File: src/rtl/rcv_if.sv
// -----------------------------------------------------------------------------
// rcv_if
// Bundle of the receive-side signals around rcv_controller.
//
//   serial_in      synchronized serial line, idle high
//   sr_parallel    parallel view of the external LSB-first shift register;
//                  bit DATA_BITS is the stop bit, DATA_BITS-1:0 are data
//   shift_enable   one-cycle strobe to the shift register
//   data_read      consumer acknowledge of rx_data
//   rx_data        last accepted byte
//   data_ready     rx_data holds an unread byte
//   framing_error  last frame had a zero stop bit
//   overrun_error  a byte was overwritten before being read
//   busy           frame reception in progress
//
// master : the controller side (drives strobe and status)
// slave  : the surrounding line/shift-register/consumer logic
// -----------------------------------------------------------------------------
interface rcv_if #(
  parameter int DATA_BITS = 8
);
  logic                 serial_in;
  logic [DATA_BITS:0]   sr_parallel;
  logic                 shift_enable;
  logic                 data_read;
  logic [DATA_BITS-1:0] rx_data;
  logic                 data_ready;
  logic                 framing_error;
  logic                 overrun_error;
  logic                 busy;

  modport master (
    input  serial_in,
    input  sr_parallel,
    input  data_read,
    output shift_enable,
    output rx_data,
    output data_ready,
    output framing_error,
    output overrun_error,
    output busy
  );

  modport slave (
    output serial_in,
    output sr_parallel,
    output data_read,
    input  shift_enable,
    input  rx_data,
    input  data_ready,
    input  framing_error,
    input  overrun_error,
    input  busy
  );
endinterface

File: src/rtl/rcv_controller.sv
// -----------------------------------------------------------------------------
// rcv_controller
// Receive-side sequencer for a UART-style link. Detects a start edge, confirms
// it at mid start bit, then times DATA_BITS+1 bit periods and issues one
// shift strobe per bit to an external LSB-first shift register. After the
// stop bit has been shifted in it checks the stop bit and either loads the
// byte into the output buffer or flags a framing error.
//
// Ports:
//   clk     system clock, rising edge
//   rst     synchronous active-high reset
//   rx_bus  rcv_if.master: serial_in, sr_parallel, data_read in;
//           shift_enable, rx_data, data_ready, framing_error,
//           overrun_error, busy out (all outputs registered)
// -----------------------------------------------------------------------------
module rcv_controller #(
  parameter int CLKS_PER_BIT = 10,
  parameter int DATA_BITS    = 8
) (
  input  logic   clk,
  input  logic   rst,
  rcv_if.master  rx_bus
);

  localparam int CNT_W = $clog2(CLKS_PER_BIT + 1);
  localparam int BIT_W = $clog2(DATA_BITS + 2);

  localparam logic [CNT_W-1:0] CNT_ZERO = '0;
  localparam logic [CNT_W-1:0] CNT_ONE  = CNT_W'(1);
  localparam logic [CNT_W-1:0] HALF_M1  = CNT_W'(CLKS_PER_BIT / 2 - 1);
  localparam logic [CNT_W-1:0] FULL     = CNT_W'(CLKS_PER_BIT);
  localparam logic [CNT_W-1:0] FULL_M1  = CNT_W'(CLKS_PER_BIT - 1);
  localparam logic [BIT_W-1:0] BIT_ZERO = '0;
  localparam logic [BIT_W-1:0] BIT_ONE  = BIT_W'(1);
  localparam logic [BIT_W-1:0] BIT_LAST = BIT_W'(DATA_BITS);

  typedef enum logic [2:0] {
    IDLE,
    START_CHK,
    SHIFT,
    STOP_CHK,
    LOAD
  } state_t;

  state_t               r_state;
  logic [CNT_W-1:0]     r_cnt;        // bit-period counter
  logic [BIT_W-1:0]     r_bit_cnt;    // strobes issued in this frame
  logic                 r_edge;       // serial_in delayed one cycle
  logic                 r_shift_en;
  logic [DATA_BITS-1:0] r_rx_data;
  logic                 r_data_ready;
  logic                 r_framing;
  logic                 r_overrun;
  logic                 r_busy;

  logic                 w_start_edge;

  // Falling edge on the line: previous sample high, current sample low.
  assign w_start_edge = r_edge & ~rx_bus.serial_in;

  always_ff @(posedge clk) begin
    if (rst) begin
      r_state      <= IDLE;
      r_cnt        <= CNT_ZERO;
      r_bit_cnt    <= BIT_ZERO;
      r_edge       <= 1'b1;
      r_shift_en   <= 1'b0;
      r_rx_data    <= '0;
      r_data_ready <= 1'b0;
      r_framing    <= 1'b0;
      r_overrun    <= 1'b0;
      r_busy       <= 1'b0;
    end else begin
      r_edge     <= rx_bus.serial_in;
      r_shift_en <= 1'b0;

      // Consumer acknowledge; the LOAD branch below overrides it when both
      // happen in the same cycle.
      if (rx_bus.data_read) begin
        r_data_ready <= 1'b0;
        r_overrun    <= 1'b0;
      end

      case (r_state)
        IDLE: begin
          if (w_start_edge) begin
            r_state   <= START_CHK;
            r_cnt     <= CNT_ZERO;
            r_bit_cnt <= BIT_ZERO;
            r_framing <= 1'b0;
            r_busy    <= 1'b1;
          end else begin
            r_busy    <= 1'b0;
          end
        end

        // Re-sample the line half a bit after the edge so a short low
        // pulse is rejected instead of starting a frame.
        START_CHK: begin
          if (r_cnt == HALF_M1) begin
            if (!rx_bus.serial_in) begin
              r_state <= SHIFT;
              r_cnt   <= CNT_ONE;
            end else begin
              r_state <= IDLE;
              r_cnt   <= CNT_ZERO;
              r_busy  <= 1'b0;
            end
          end else begin
            r_cnt <= r_cnt + CNT_ONE;
          end
        end

        // The strobe register is set one count early so the strobe is high
        // in exactly the cycle the counter reads FULL.
        SHIFT: begin
          if (r_cnt == FULL_M1) begin
            r_shift_en <= 1'b1;
          end
          if (r_cnt == FULL) begin
            r_cnt     <= CNT_ONE;
            r_bit_cnt <= r_bit_cnt + BIT_ONE;
            if (r_bit_cnt == BIT_LAST) begin
              r_state <= STOP_CHK;
              r_cnt   <= CNT_ZERO;
            end
          end else begin
            r_cnt <= r_cnt + CNT_ONE;
          end
        end

        STOP_CHK: begin
          if (rx_bus.sr_parallel[DATA_BITS]) begin
            r_state <= LOAD;
          end else begin
            r_framing <= 1'b1;
            r_state   <= IDLE;
            r_busy    <= 1'b0;
          end
        end

        LOAD: begin
          r_rx_data    <= rx_bus.sr_parallel[DATA_BITS-1:0];
          r_data_ready <= 1'b1;
          if (r_data_ready && !rx_bus.data_read) begin
            r_overrun <= 1'b1;
          end
          r_state <= IDLE;
          r_busy  <= 1'b0;
        end

        default: begin
          r_state <= IDLE;
          r_busy  <= 1'b0;
        end
      endcase
    end
  end

  assign rx_bus.shift_enable  = r_shift_en;
  assign rx_bus.rx_data       = r_rx_data;
  assign rx_bus.data_ready    = r_data_ready;
  assign rx_bus.framing_error = r_framing;
  assign rx_bus.overrun_error = r_overrun;
  assign rx_bus.busy          = r_busy;

endmodule
File: src/flat_wrapper.sv
// flat-port wrapper written by rule: the top's interface ports become plain ports
module rcv_controller_flat 
#(
  parameter int CLKS_PER_BIT = 10,
  parameter int DATA_BITS    = 8
)
  (clk, rst, rx_bus_serial_in, rx_bus_sr_parallel, rx_bus_data_read, rx_bus_shift_enable, rx_bus_rx_data, rx_bus_data_ready, rx_bus_framing_error, rx_bus_overrun_error, rx_bus_busy);
  rcv_if #(.DATA_BITS(DATA_BITS)) rx_bus_i ();
  input  logic clk;
  input  logic rst;
  input wire logic [$bits(rx_bus_i.serial_in)-1:0] rx_bus_serial_in;
  input wire logic [$bits(rx_bus_i.sr_parallel)-1:0] rx_bus_sr_parallel;
  input wire logic [$bits(rx_bus_i.data_read)-1:0] rx_bus_data_read;
  output wire logic [$bits(rx_bus_i.shift_enable)-1:0] rx_bus_shift_enable;
  output wire logic [$bits(rx_bus_i.rx_data)-1:0] rx_bus_rx_data;
  output wire logic [$bits(rx_bus_i.data_ready)-1:0] rx_bus_data_ready;
  output wire logic [$bits(rx_bus_i.framing_error)-1:0] rx_bus_framing_error;
  output wire logic [$bits(rx_bus_i.overrun_error)-1:0] rx_bus_overrun_error;
  output wire logic [$bits(rx_bus_i.busy)-1:0] rx_bus_busy;
  assign rx_bus_i.serial_in = rx_bus_serial_in;
  assign rx_bus_i.sr_parallel = rx_bus_sr_parallel;
  assign rx_bus_i.data_read = rx_bus_data_read;
  assign rx_bus_shift_enable = rx_bus_i.shift_enable;
  assign rx_bus_rx_data = rx_bus_i.rx_data;
  assign rx_bus_data_ready = rx_bus_i.data_ready;
  assign rx_bus_framing_error = rx_bus_i.framing_error;
  assign rx_bus_overrun_error = rx_bus_i.overrun_error;
  assign rx_bus_busy = rx_bus_i.busy;
  rcv_controller #(.CLKS_PER_BIT(CLKS_PER_BIT), .DATA_BITS(DATA_BITS)) u_core (.clk(clk), .rst(rst), .rx_bus(rx_bus_i));
endmodule
File: config.mk
export PLATFORM = sky130hd
export DESIGN_NAME = rcv_controller_flat
export DESIGN_NICKNAME = d
export VERILOG_FILES = /design/src/rtl/rcv_if.sv /design/src/rtl/rcv_controller.sv /design/src/flat_wrapper.sv
export SDC_FILE = /design/constraint.sdc
export NUM_CORES = 1
export LEC_CHECK = 0
export CELL_PAD_IN_SITES_DETAIL_PLACEMENT = 1
export CELL_PAD_IN_SITES_GLOBAL_PLACEMENT = 1
export CORE_ASPECT_RATIO = 0.5
export CORE_MARGIN = 2
export CORE_UTILIZATION = 32
export CTS_CLUSTER_DIAMETER = 60
export DETAILED_ROUTE_END_ITERATION = 10
export GPL_TIMING_DRIVEN = 0
export MAX_ROUTING_LAYER = met4
export PLACE_DENSITY = 0.81
export SLEW_MARGIN = 20
export SYNTH_ARGS = -nofsm -noshare
export SYNTH_HDL_FRONTEND = slang
export SYNTH_SLANG_ARGS = --single-unit
export TNS_END_PERCENT = 1
File: constraint.sdc
create_clock -name clk -period 1.6 [get_ports clk]
set_input_delay 0.32 -clock clk [delete_from_list [all_inputs] [get_ports clk]]
set_output_delay 0.32 -clock clk [all_outputs]
set_load 0.01 [all_outputs]
==> results.sh <==
export IMPL_hold_viol=0
export IMPL_clk_latency_ns=0.27
export IMPL_setup_viol=1
export IMPL_dp_hpwl_mm=2.38
export IMPL_num_rows=15
export IMPL_cts_buffers=3
export IMPL_leakagePower_nw=0.591
export IMPL_grt_max_degree=15
export IMPL_fin_util_pct=46.0
export IMPL_wl_mm=3.34
export IMPL_cp_slowest_cell="or4_1"
export IMPL_num_nets_final=191
export IMPL_routed_via_density=5.23
export IMPL_final_max_slew_violation_count=0
export IMPL_synth_top_family_by_area="simple AND/OR/NAND/NOR gates"
export IMPL_placed_area_um2=1510
export IMPL_pwr_share_clk_pct=22.7
export IMPL_cts_buffer_depth=2
export IMPL_grt_overflow=0
export IMPL_die_y_um=47.0
export IMPL_synth_compound_area_share_pct=21.5
export IMPL_period_minus_slack_ns=1.63
export IMPL_ant_nets=0
export IMPL_post_route_period_util_pct=102
export IMPL_power_density_nw_per_um2=1030
export IMPL_relSlewSlack_pct=68.1
export IMPL_syn_area_um2=1180
export IMPL_crit_end="u_core.r_bit_cnt[3]"
export IMPL_switching_share_pct=34.8
export IMPL_wl_per_cell_um=15.0
export IMPL_cap_violations=0
export IMPL_synth_fa_ha_area_share_pct=6.35
export IMPL_drtIter0Drc=54
export IMPL_antenna_cells=0
export IMPL_io_buffers=25
export IMPL_fp_coreArea_um2=3490
export IMPL_yosysUniqueCellTypes=39
export IMPL_reg2reg_to="u_core.r_bit_cnt[3]"
export IMPL_ys_seq_elements=25
export IMPL_hold_slack_ns=0.459
export IMPL_p_int_w=0.00108
export IMPL_worst_slack_ns=-0.0314
export IMPL_regToRegSetupSlack_ns=-0.03
export IMPL_min_path_type="reg -> reg"
export IMPL_pwr_share_seq_pct=44.4
export IMPL_synth_edf_count=0
export IMPL_cts_clk_slew_worst_paths_ns=0.09
export IMPL_num_vias=1160
export IMPL_drtPass1Iterations=4
export IMPL_seq_area_frac_synth_pct=42.3
export IMPL_final_cell_area_um2=1610
export IMPL_ioPinCount=26
export IMPL_status="finished, violations left"
export IMPL_grt_pass1_wl_mm=5.46
export IMPL_violations="setup timing"
export IMPL_critical_path_max_stage_delay_ns=0.40
export IMPL_grt_antenna_before_repair=0
export IMPL_grt_usage_pct=17.2
export IMPL_synthMuxAreaShare_pct=0
export IMPL_syn_inst=140
export IMPL_syn_area_per_cell_um2=8.45
export IMPL_ir_drop_v=0.000345
export IMPL_ys_flop_type="dfxtp_1"
export IMPL_cp_cell_sequence="inv_2 -> ha_4 -> nand3b_4 -> a221o_1 -> or4_1 -> a21boi_1"
export IMPL_clk_root_buffer_cell="clkbuf_8"
export IMPL_place_ws_ns=-0.474
export IMPL_dieWidth_um=90.0
export IMPL_final_cell_mix="nand2_1, clkdlybuf4s50_1, dfxtp_1, a21oi_1"
export IMPL_p_switching_w=0.000578
export IMPL_synth_fp_nets=159
export IMPL_fmax_ghz=0.613
export IMPL_cts_tree="done"
export IMPL_reg2reg_depth=6
export IMPL_yosysWarnings=0
export IMPL_grt_pass1_vias=1168
export IMPL_start_util_pct=33.9
export IMPL_cp_start_kind="flip-flop"
export IMPL_cts_htree_levels=1
export IMPL_cp_max_fo=7
export IMPL_tightest_slew_ns=0.478
export IMPL_arrival_ns=1.84
export IMPL_clock_sinks=25
export IMPL_startpoint="u_core.r_cnt[0]"
export IMPL_rsz0062_at_grt="true"
export IMPL_timing_rr_start="u_core.r_cnt[0]"
export IMPL_synth_xor_area_share_pct=0
export IMPL_cp_required_ns=1.81
export IMPL_die_area_um2=4230
export IMPL_async_flop_share_pct=0
export IMPL_drc=0
export IMPL_cp_end_kind="flip-flop"
export IMPL_gp_congestion=0.882
export IMPL_fin_worst_skew_ns=0.00392
export IMPL_synth_simple_area_share_pct=25.6
export IMPL_areaGrowthSynthToFinish_pct=35.9
export IMPL_pwr_share_comb_pct=32.9
export IMPL_path_class="reg -> reg"
export IMPL_drive_gt1_share_pct=14.0
==> per-stage QoR <==
step           power, W  setup TNS (ns)  std cells
4_1_cts         0.00164         -0.0723        222
3_3_place_gp    0.00120           -5.74        216
3_5_place_dp    0.00122           -6.09        216
6_report        0.00166         -0.0314        222
2_1_floorplan   0.00106               0        140
5_1_grt         0.00175           -1.02        222
==> final cells by class <==
type	instances	area (µm²)
Clock buffer	3	41.3
Sequential cell	25	508
Tap cell	51	63.8
Clock inverter	1	5.00
Buffer	5	23.8
Timing Repair Buffer	27	265
Fill cell	430	1880
Multi-Input combinational cell	102	669
Inverter	8	30.0
==> what timing repair did <==
item,CTS,global route
hold buffers,0,0
gates resized for setup,6,4
setup buffers,2,0
pin swaps,1,1
endpoints found under the setup margin,16,21
==> synthesized netlist by cell type (2+ instances only) <==
| master | instances | area (µm²) |
|---|---|---|
| a21oi_1 | 16 | 80.1 |
| a31oi_1 | 7 | 43.8 |
| clkbuf_1 | 3 | 11.3 |
| dfxtp_1 | 25 | 500 |
| ha_1 | 6 | 75.1 |
| inv_1 | 8 | 30.0 |
| nand2_1 | 25 | 93.8 |
| nand2b_1 | 2 | 12.5 |
| nand3_1 | 7 | 35.0 |
| nand3b_1 | 3 | 22.5 |
| nor2_1 | 3 | 11.3 |
| nor3_1 | 4 | 20.0 |
| o211ai_1 | 2 | 15.0 |
| o21a_1 | 2 | 15.0 |
| o21ai_0 | 2 | 10.0 |
| o22ai_1 | 2 | 12.5 |
==> metal layers <==
| metal | track usage (%) | wire (µm) | vias to the layer above |
|---|---|---|---|
| li1 | - | - | 565 |
| met5 | - | 0 | - |
| met1 | 20.0 | 1570 | 562 |
| met3 | 4.01 | 110 | 6 |
| met4 | 4.62 | 47 | 0 |
| met2 | 31.4 | 1610 | 27 |
==> critical path: cells and delay by family, from the launching register on <==
family	cells	cell delay, ns
flip-flops	1	0.36
buffers and inverters	1	0.07
AND/OR/NAND/NOR	2	0.52
adder cells (fa/ha/maj)	1	0.14
AO/OA/AOI/OAI	2	0.47
==> worst min path at each step <==
stage                             startpoint                          end  slack (ns)  depth (start not counted)
finish              u_core.rx_bus.rx_data[7]     u_core.rx_bus.rx_data[7]        0.46                          2
global placement    u_core.rx_bus.rx_data[0]     u_core.rx_bus.rx_data[0]        0.44                          2
detailed placement  u_core.rx_bus.rx_data[7]     u_core.rx_bus.rx_data[7]        0.45                          2
global route        u_core.rx_bus.rx_data[7]     u_core.rx_bus.rx_data[7]        0.50                          2
floorplan                   rx_bus_data_read  u_core.rx_bus.overrun_error        0.40                          1
CTS                 u_core.rx_bus.rx_data[7]     u_core.rx_bus.rx_data[7]        0.46                          2
==> power groups by stage <==
stage | Combinational [W] | Clock (W) | Sequential, W
3_3_place_gp | 0.000447 | 0 | 0.000757
2_1_floorplan | 0.000323 | 0 | 0.000741
5_1_grt | 0.000597 | 0.000409 | 0.000743
3_5_place_dp | 0.000462 | 0 | 0.000759
6_report | 0.000546 | 0.000377 | 0.000737
4_1_cts | 0.000525 | 0.000386 | 0.000734
==> sequential cells by signal, indices dropped and copies added, names as in the netlist <==
signal and flops:
u_core.r_bit_cnt 4, u_core.r_cnt 4, u_core.r_edge 1, u_core.r_state 3, u_core.rx_bus.busy 1, u_core.rx_bus.data_ready 1, u_core.rx_bus.framing_error 1, u_core.rx_bus.overrun_error 1
u_core.rx_bus.rx_data 8, u_core.rx_bus.shift_enable 1
==> cell families (layout without fill, tap and decap cells) <==
logic type	after synthesis	after routing
adder cells (fa/ha/maj)	6	6
AO/OA/AOI/OAI	40	40
AND/OR/NAND/NOR	56	56
flip-flops	25	25
buffers and inverters	13	44
Note: power is estimated with default switching activity, not from simulation.
